==> config.mk <==
export PLATFORM = sky130hd
export DESIGN_NAME = ym_frame_player
export DESIGN_NICKNAME = d
export VERILOG_FILES = /design/src/rtl/ym_frame_player.sv
export SDC_FILE = /design/constraint.sdc
export NUM_CORES = 1
export LEC_CHECK = 0
export BUFFER_PORTS_ARGS = -buffer_cell sky130_fd_sc_hd__buf_4
export CORE_UTILIZATION = 30
export DETAILED_ROUTE_END_ITERATION = 6
export PLACE_DENSITY = 0.46
export SETUP_SLACK_MARGIN = 0.3
export SYNTH_ARGS = -nofsm -noshare
export SYNTH_HDL_FRONTEND = slang
export SYNTH_SLANG_ARGS = --single-unit
==> constraint.sdc <==
create_clock -name clk_24 -period 3.5 [get_ports clk_24]
set_input_delay 0 -clock clk_24 [delete_from_list [all_inputs] [get_ports clk_24]]
set_output_delay 0 -clock clk_24 [all_outputs]
set_load 0.01 [all_outputs]
==> src/rtl/ym_frame_player.sv <==
// YM5/YM6 music player: parses the file header held in music RAM, then streams
// the 14 AY register values of one frame on every accepted frame tick.
module ym_frame_player #(
  parameter int ADDR_W  = 17,
  parameter int STR_MAX = 1024
) (
  input  logic              clk_24,
  input  logic              reset,
  input  logic              ce,
  input  logic              start,
  input  logic              stop,
  input  logic              frame_tick,
  output logic [ADDR_W-1:0] mem_addr,
  input  logic [7:0]        mem_data,
  output logic [3:0]        ay_addr,
  output logic [7:0]        ay_data,
  output logic              ay_wr,
  output logic              playing,
  output logic              error,
  output logic [31:0]       frame
);

  // state | meaning
  // IDLE  | stopped, outputs at reset values
  // HDR   | reading and checking header bytes 0..33
  // STR   | skipping the three null-terminated strings
  // WAIT  | playing, waiting for the next frame tick
  // PLAY  | reading and writing the 14 registers of one frame
  // ERR   | unusable file, held until start or reset
  typedef enum logic [2:0] {
    S_IDLE,
    S_HDR,
    S_STR,
    S_WAIT,
    S_PLAY,
    S_ERR
  } state_t;

  localparam int SCAN_W = $clog2(STR_MAX + 1);

  state_t            state;
  logic [5:0]        hdr_idx;
  logic              rq0;
  logic              rq1;
  logic [31:0]       nb_frames;
  logic [31:0]       loop_frame;
  logic [15:0]       nb_drums;
  logic [15:0]       extra;
  logic              interleaved;
  logic [ADDR_W-1:0] data_base;
  logic [ADDR_W-1:0] scan_addr;
  logic [SCAN_W-1:0] str_left;
  logic [1:0]        nulls;
  logic [3:0]        reg_idx;
  logic              phase;

  logic [15:0]       extra_nxt;
  logic [ADDR_W-1:0] str_addr;
  logic [ADDR_W-1:0] frame_addr;
  logic [ADDR_W-1:0] step_addr;
  logic [31:0]       frame_nxt;

  always_comb begin
    extra_nxt = {extra[7:0], mem_data};
    str_addr  = ADDR_W'(34) + ADDR_W'(extra_nxt);
    frame_nxt = frame + 32'd1;
    if (interleaved) begin
      frame_addr = data_base + frame[ADDR_W-1:0];
      step_addr  = mem_addr + nb_frames[ADDR_W-1:0];
    end else begin
      frame_addr = data_base + {frame[ADDR_W-5:0], 4'h0};
      step_addr  = mem_addr + ADDR_W'(1);
    end
  end

  function automatic logic magic_ok(input logic [5:0] idx, input logic [7:0] d);
    case (idx)
      6'd0:    magic_ok = (d == "Y");
      6'd1:    magic_ok = (d == "M");
      6'd2:    magic_ok = (d == "5") || (d == "6");
      6'd3:    magic_ok = (d == "!");
      6'd4:    magic_ok = (d == "L");
      6'd5:    magic_ok = (d == "e");
      6'd6:    magic_ok = (d == "O");
      6'd7:    magic_ok = (d == "n");
      6'd8:    magic_ok = (d == "A");
      6'd9:    magic_ok = (d == "r");
      6'd10:   magic_ok = (d == "D");
      6'd11:   magic_ok = (d == "!");
      default: magic_ok = 1'b1;
    endcase
  endfunction

  // rq0: mem_addr currently holds a wanted read; rq1: mem_data holds its data now
  always_ff @(posedge clk_24) begin
    if (reset) begin
      state       <= S_IDLE;
      mem_addr    <= '0;
      ay_addr     <= '0;
      ay_data     <= '0;
      ay_wr       <= 1'b0;
      playing     <= 1'b0;
      error       <= 1'b0;
      frame       <= '0;
      hdr_idx     <= '0;
      rq0         <= 1'b0;
      rq1         <= 1'b0;
      nb_frames   <= '0;
      loop_frame  <= '0;
      nb_drums    <= '0;
      extra       <= '0;
      interleaved <= 1'b0;
      data_base   <= '0;
      scan_addr   <= '0;
      str_left    <= '0;
      nulls       <= '0;
      reg_idx     <= '0;
      phase       <= 1'b0;
    end else if (ce) begin
      ay_wr <= 1'b0;
      rq1   <= rq0;
      if (start) begin
        state      <= S_HDR;
        error      <= 1'b0;
        playing    <= 1'b0;
        frame      <= '0;
        mem_addr   <= '0;
        rq0        <= 1'b1;
        rq1        <= 1'b0;
        hdr_idx    <= '0;
        nb_frames  <= '0;
        loop_frame <= '0;
        nb_drums   <= '0;
        extra      <= '0;
      end else if (stop && state != S_ERR) begin
        state    <= S_IDLE;
        mem_addr <= '0;
        ay_addr  <= '0;
        ay_data  <= '0;
        playing  <= 1'b0;
        error    <= 1'b0;
        frame    <= '0;
        rq0      <= 1'b0;
        rq1      <= 1'b0;
      end else begin
        case (state)
          S_HDR: begin
            mem_addr <= mem_addr + ADDR_W'(1);
            rq0      <= 1'b1;
            if (rq1) begin
              hdr_idx <= hdr_idx + 6'd1;
              case (hdr_idx)
                6'd12, 6'd13, 6'd14, 6'd15: nb_frames  <= {nb_frames[23:0], mem_data};
                6'd19:                      interleaved <= mem_data[0];
                6'd20, 6'd21:               nb_drums   <= {nb_drums[7:0], mem_data};
                6'd28, 6'd29, 6'd30, 6'd31: loop_frame <= {loop_frame[23:0], mem_data};
                6'd32, 6'd33:               extra      <= extra_nxt;
                default: ;
              endcase
              if (!magic_ok(hdr_idx, mem_data)) begin
                state <= S_ERR;
                error <= 1'b1;
                rq0   <= 1'b0;
              end else if (hdr_idx == 6'd33) begin
                if (nb_frames == 32'd0 || nb_drums != 16'd0) begin
                  state <= S_ERR;
                  error <= 1'b1;
                  rq0   <= 1'b0;
                end else begin
                  if (loop_frame >= nb_frames) loop_frame <= '0;
                  state     <= S_STR;
                  mem_addr  <= str_addr;
                  scan_addr <= str_addr;
                  rq0       <= 1'b1;
                  rq1       <= 1'b0;
                  str_left  <= SCAN_W'(STR_MAX);
                  nulls     <= '0;
                end
              end
            end
          end

          S_STR: begin
            mem_addr <= mem_addr + ADDR_W'(1);
            rq0      <= 1'b1;
            if (rq1) begin
              scan_addr <= scan_addr + ADDR_W'(1);
              if (str_left == '0) begin
                state <= S_ERR;
                error <= 1'b1;
                rq0   <= 1'b0;
              end else begin
                str_left <= str_left - SCAN_W'(1);
                if (mem_data == 8'h00) begin
                  if (nulls == 2'd2) begin
                    data_base <= scan_addr + ADDR_W'(1);
                    state     <= S_WAIT;
                    playing   <= 1'b1;
                    rq0       <= 1'b0;
                  end else begin
                    nulls <= nulls + 2'd1;
                  end
                end
              end
            end
          end

          S_WAIT: begin
            rq0 <= 1'b0;
            if (frame_tick) begin
              state    <= S_PLAY;
              reg_idx  <= '0;
              phase    <= 1'b0;
              mem_addr <= frame_addr;
            end
          end

          // phase 0: RAM is latching mem_addr; phase 1: mem_data is the register value
          S_PLAY: begin
            if (!phase) begin
              phase <= 1'b1;
            end else begin
              phase <= 1'b0;
              if (!(reg_idx == 4'd13 && mem_data == 8'hFF)) begin
                ay_wr   <= 1'b1;
                ay_addr <= reg_idx;
                ay_data <= mem_data;
              end
              if (reg_idx == 4'd13) begin
                frame <= (frame_nxt == nb_frames) ? loop_frame : frame_nxt;
                state <= S_WAIT;
              end else begin
                reg_idx  <= reg_idx + 4'd1;
                mem_addr <= step_addr;
              end
            end
          end

          default: begin
            rq0 <= 1'b0;
          end
        endcase
      end
    end
  end

endmodule

==> After elaboration in Yosys (flattened, before gate mapping) <==
Cells that the tools add are included.
{ "word_totals": {"register_bits": 216, "inputBits": 14, "output_inout_bits": 64, "wordCells": 301} }
{ "classes": {"addsub": 11, "n_lt_le_gt_ge": 1, "eq_ne": 71, "mux": 143, "bitwise": 3, "reduce_logical": 50} }
{ "ops": {"columns": ["op", "count"], "rows": [
  ["$mux W32", 20],
  ["$mux W17", 16],
  ["$mux W16", 5],
  ["$eq A8 B7 Y1 const B", 9],
  ["$mux W8", 9],
  ["$pmux W17 S4", 1],
  ["$mux W11", 6],
  ["$add A17 B17 Y17", 3],
  ["$eq A6 B4 Y1 const B", 8],
  ["$mux W1", 45],
  ["$eq A6 B5 Y1 const B", 7],
  ["$mux W3", 13],
  ["$add A17 B1 Y17 const B", 2],
  ["$pmux W17 S2", 1],
  ["$add A32 B1 Y32 const B", 1],
  ["$eq A32 B32 Y1", 1],
  ["$ge A32 B32 Y1", 1],
  ["$logic_not A32 Y1", 1],
  ["$reduce_and A5 Y1", 6],
  ["$mux W4", 7],
  ["$ne A4 B4 Y1 const B", 7],
  ["$ne A2 B2 Y1 const B", 13],
  ["$eq A6 B3 Y1 const B", 4],
  ["$eq A8 B6 Y1 const B", 3],
  ["other kinds (46)", 90]
]} }

==> Depth between registers and ports, before layout <==
{ "depth": {"word_depth": 14, "ltp_mapped": 14, "ltp_nobuf": 13} }

==> Worst setup path after synthesis <==
OpenSTA, ideal clock, no wires.
{ "synth_path": {"path_type": "register to register", "start": "reg frame[1]", "end": "reg frame[14]", "setup_time_ps": 127, "t_arrival_ps": 3424, "t_required_ps": 3373, "slack_ps": -51, "stages_incl_launch_ff": 14, "path_buffers": 2, "synth_period_minus_slack_ps": 3551, "path_cell_list": "dfxtp_1 > ha_1 > nand3_2 > or4_4 > o41ai_2 > a21oi_1 > or3_1 > a21boi_0 > or4b_1 > buf_4 > nand2_4 > buf_6 > o21ai_1 > o2bb2ai_1"} }
{ "synth_via": {"elab_chain_cells": 8} }
{ "synth_rtl": {"columns": ["item", "line", "text"], "rows": [
  ["start, declared", "20", "output logic [31:0] frame"],
  ["start signal, assigned", "230", "frame <= (frame_nxt == nb_frames) ? loop_frame : frame_nxt;"],
  ["$add A32 B1 Y32 (*)", "66", "frame_nxt = frame + 32'd1;"],
  ["$eq A32 B32 Y1", "230", null],
  ["$mux W32 (*)", "230", null],
  ["$mux W32 (*)", "229", "if (reg_idx == 4'd13) begin"],
  ["$mux W32 (*)", "220", "if (!phase) begin"],
  ["$mux W32 (*)", "146", "case (state)"],
  ["$mux W32 (*)", "135", "end else if (stop && state != S_ERR) begin"],
  ["$mux W32 (*)", "122", "if (start) begin"]
]} }
Mark *: on every way between the ends. The rest lies on a longest branch, timed or not. The select of a mux whose other input is x is not followed.
A chain may end at the register's enable or synchronous reset.

==> Worst setup path after layout <==
{ "layout_path": {"start": "reg frame[1]", "end": "reg frame[2]"} }
Same word-level chain as after synthesis.

==> flow_summary.yaml <==
outcome:
  status: "finished clean"
cells_and_area:
  post-route-util: 0.381
  layout_commonest_cell: "sky130_fd_sc_hd__nor2_1"
  final_cell_mix: "239 x sky130_fd_sc_hd__nor2_1, 218 x sky130_fd_sc_hd__buf_4, 203 x sky130_fd_sc_hd__dfxtp_1"
  antenna_cells_inserted: 0
  flow.area_growth_from_synthesis_pct: 25.2
  nets: 2212
  finalInstanceArea_um2: 19200
  drive_gt1_frac: 0.184
timing:
  timing.final.ws_setup_ns: 0.257
  final.setup_skew_ns: 0.0266
  slew_at_the_pin_closest_to_its_max_slew_limit_ns: 1.11
  hold_viol: 0
  tns_ns: 0
  grt_setup_unrepaired: "true"
  finalSetupViolCount: 0
  post-route-min-period_ns: 3.24
  slew_viol_final: 0
  max_clock_freq_mhz: 308
  slew-limit-headroom: 0.256
  fin_crit_sh: 0.927
synth:
  ys_types: 89
  synth.net_count: 2054
  synthesis.area_per_instance_um2: 7.85
  synth_enable_flop_cells: 0
  synthesis.area_um2: 15300
  postSynthCellCount: 1949
  postSynthRegisterBits: 216
  fraction_of_registers_with_async_set_reset: 0
  seq_area_frac_synth: 0.283
  ys_warn_count: 0
  dominantRegCellSynth: "sky130_fd_sc_hd__dfxtp_1"
critical_path:
  reg2regPathDepth: 13
  end_kind: "register"
  criticalPathCategory: "reg2reg"
  worst_ep_arrival_time_ns: 3.75
  worstPathRequired_ns: 4.01
  critical_path.startpoint_type: "register"
  worstPathMaxFanout: 13
clocking:
  clock_insertion_delay_worst_skew_ns: 0.59
  clk_root_buffer_cell: "sky130_fd_sc_hd__clkbuf_16"
  max-clock-path-buffers: 3
  tritoncts_num_sinks: 216
  tritoncts: "done"
  ctsHtreeMaxLevel: 1
  cts-buffers-inserted: 28
  clk_pin_slew_worst_paths_ns: 0.06
place:
  dpl_worst_slack_ns: 0.0472
  globalplace.congestion: 0.957
  placed_cell_area_um2: 17100
  detailed_place_hpwl_um: 45000
  port_buffers: 77
global_routing:
  grt_overflow_total: 0
  antenna_found_initial: 0
  track_usage: 0.227
  grt_max_degree: 57
  first_global_vias: 14900
  grt_pass1_wl_um: 92100
drt:
  wl_per_cell_um: 22.0
  num_vias: 15700
  via_per_inst: 5.61
  postRouteWirelength_um: 61500
  detail_route.iter0.violations: 1327
  drc: 0
  number_of_iterations_in_the_first_detailed_routing_pass: 6
  drt.antenna.violating_nets: 0
power:
  leakage_nw: 7.49
  power_mw: 6.01
  irDropWorstVdd_mv: 0.360
  pwr_density_cell_nw_per_um2: 313
floorplan:
  pin_count: 78
  die_y_um: 228
  num_rows: 82
  fp.coreArea_um2: 50300
  chipWidth_um: 228
  die_area_um2: 51900
  starting_utilization_of_the_core_area: 0.304
flow_run:
  drv_cap: 0
worst_hold_path:
  class_of_the_most_critical_hold_timing_path: "in2reg"
  hold-path-cell-count: 5
## worst max-delay path, stage by stage, from the launching register on
cell	delay, ns
sky130_fd_sc_hd__dfxtp_4	0.37
sky130_fd_sc_hd__ha_4	0.16
sky130_fd_sc_hd__nand3_4	0.08
sky130_fd_sc_hd__or4_4	0.58
sky130_fd_sc_hd__xnor2_2	0.17
sky130_fd_sc_hd__or4b_4	0.49
sky130_fd_sc_hd__nor3b_2	0.18
sky130_fd_sc_hd__nand4_1	0.16
sky130_fd_sc_hd__nor4_4	0.25
sky130_fd_sc_hd__buf_6	0.21
sky130_fd_sc_hd__buf_12	0.12
sky130_fd_sc_hd__buf_16	0.13
sky130_fd_sc_hd__a32oi_1	0.11
sky130_fd_sc_hd__a21oi_1	0.15
## Yosys cell counts (7+ instances only)
cell,count,area (um^2)
sky130_fd_sc_hd__or2_2,7,43.8
sky130_fd_sc_hd__a31oi_1,15,93.8
sky130_fd_sc_hd__buf_4,8,60.1
sky130_fd_sc_hd__a32oi_1,10,87.6
sky130_fd_sc_hd__and4_1,8,70.1
sky130_fd_sc_hd__xnor2_1,82,718
sky130_fd_sc_hd__nor2b_1,27,169
sky130_fd_sc_hd__nand3_1,57,285
sky130_fd_sc_hd__nand2b_1,22,138
sky130_fd_sc_hd__o211ai_1,15,113
sky130_fd_sc_hd__dfxtp_1,216,4320
sky130_fd_sc_hd__o2bb2ai_1,20,175
sky130_fd_sc_hd__o31ai_1,9,67.6
sky130_fd_sc_hd__a21o_1,28,210
sky130_fd_sc_hd__nor3_1,53,265
sky130_fd_sc_hd__nor4_1,27,169
sky130_fd_sc_hd__mux2i_1,43,430
sky130_fd_sc_hd__a211oi_1,36,270
sky130_fd_sc_hd__a21oi_1,107,536
sky130_fd_sc_hd__nand4_1,40,250
sky130_fd_sc_hd__o22ai_1,9,56.3
sky130_fd_sc_hd__inv_1,63,236
sky130_fd_sc_hd__o21ai_0,98,490
sky130_fd_sc_hd__nand2_1,128,480
sky130_fd_sc_hd__nor2_1,241,905
sky130_fd_sc_hd__o21ai_1,23,115
sky130_fd_sc_hd__a221oi_1,7,61.3
sky130_fd_sc_hd__o21a_1,13,97.6
sky130_fd_sc_hd__a22o_1,37,324
sky130_fd_sc_hd__and3_1,33,206
sky130_fd_sc_hd__buf_2,10,50.1
sky130_fd_sc_hd__clkbuf_1,91,342
sky130_fd_sc_hd__or3_1,15,93.8
sky130_fd_sc_hd__and2_1,16,100
sky130_fd_sc_hd__nor3b_1,8,60.1
sky130_fd_sc_hd__xor2_1,50,438
sky130_fd_sc_hd__a22oi_1,64,480
sky130_fd_sc_hd__a211o_1,7,61.3
sky130_fd_sc_hd__ha_1,88,1100
## path summary, 6_finish.rpt
| check | from | end | slack, ns |
|---|---|---|---|
| worst max-delay path | frame[1]$_SDFFE_PP0P_ | frame[2]$_SDFFE_PP0P_ | 0.26 |
| worst min-delay path | stop | rq0$_SDFFE_PP0P_ | 0.13 |
| worst max register to register | frame[1]$_SDFFE_PP0P_ | frame[2]$_SDFFE_PP0P_ | 0.26 |
| worst min register to register | error$_SDFFE_PP0P_ | error$_SDFFE_PP0P_ | 0.49 |
## power by group
group / switching (mW) / internal, mW
Combinational: 0.245 / 0.122
Clock: 1.24 / 1.92
Sequential: 0.0124 / 2.46
Total: 1.50 / 4.50
## final cells by class
class / instances / area (um^2)
Clock buffer: 40 / 816
Multi-Input combinational cell: 1549 / 10700
Fill cell: 5272 / 31100
Timing Repair Buffer: 248 / 2040
Tap cell: 672 / 841
Inverter: 64 / 244
Sequential cell: 216 / 4350
Clock inverter: 12 / 189
## state kept, by name (all words and copies together), names as in the netlist
register,cells
ay_addr,4
ay_data,8
ay_wr,1
data_base,17
error,1
extra,8
frame,32
hdr_idx,6
interleaved,1
loop_frame,32
mem_addr,17
nb_drums,16
nb_frames,32
nulls,2
phase,1
playing,1
reg_idx,4
rq0,1
rq1,1
scan_addr,17
state,3
str_left,11
## stage by stage
| stage | cells | hold WS (ns) |
|---|---|---|
| final | 2801 | 0.131 |
| after global routing | 2801 | 0.141 |
| after CTS | 2782 | 0.0958 |
| after detailed placement | 2693 | 0.375 |
| after global placement | 2693 | 0.371 |
| after floorplan | 1949 | 0.272 |
## timing repair
action | 4_1_cts | 5_1_grt
cloned | 4 | 0
endpoints found under the setup margin | 44 | 81
pin swaps | 24 | 39
endpoints found under the hold margin | 81 | 0
hold buffers | 12 | 0
resized for setup | 65 | 56
buffers inserted | 21 | 19
## metal layers
layer / part of all wire / up-vias / GRT usage
li1: - / 7499 / -
met1: 0.47 / 7558 / 0.322
met2: 0.44 / 583 / 0.354
met3: 0.071 / 86 / 0.0414
met4: 0.022 / 0 / 0.0514
met5: 0 / - / 0
## cells by family after synthesis
family                   Yosys count  synth area share
buffers and inverters            185            0.0524
AND/OR/NAND/NOR                  720             0.235
XOR/XNOR                         132            0.0755
flip-flops                       216             0.283
multiplexers                      43            0.0281
adder cells (fa/ha/maj)           91            0.0759
AO/OA/AOI/OAI                    562             0.250
(Power assumes the default switching activity.)
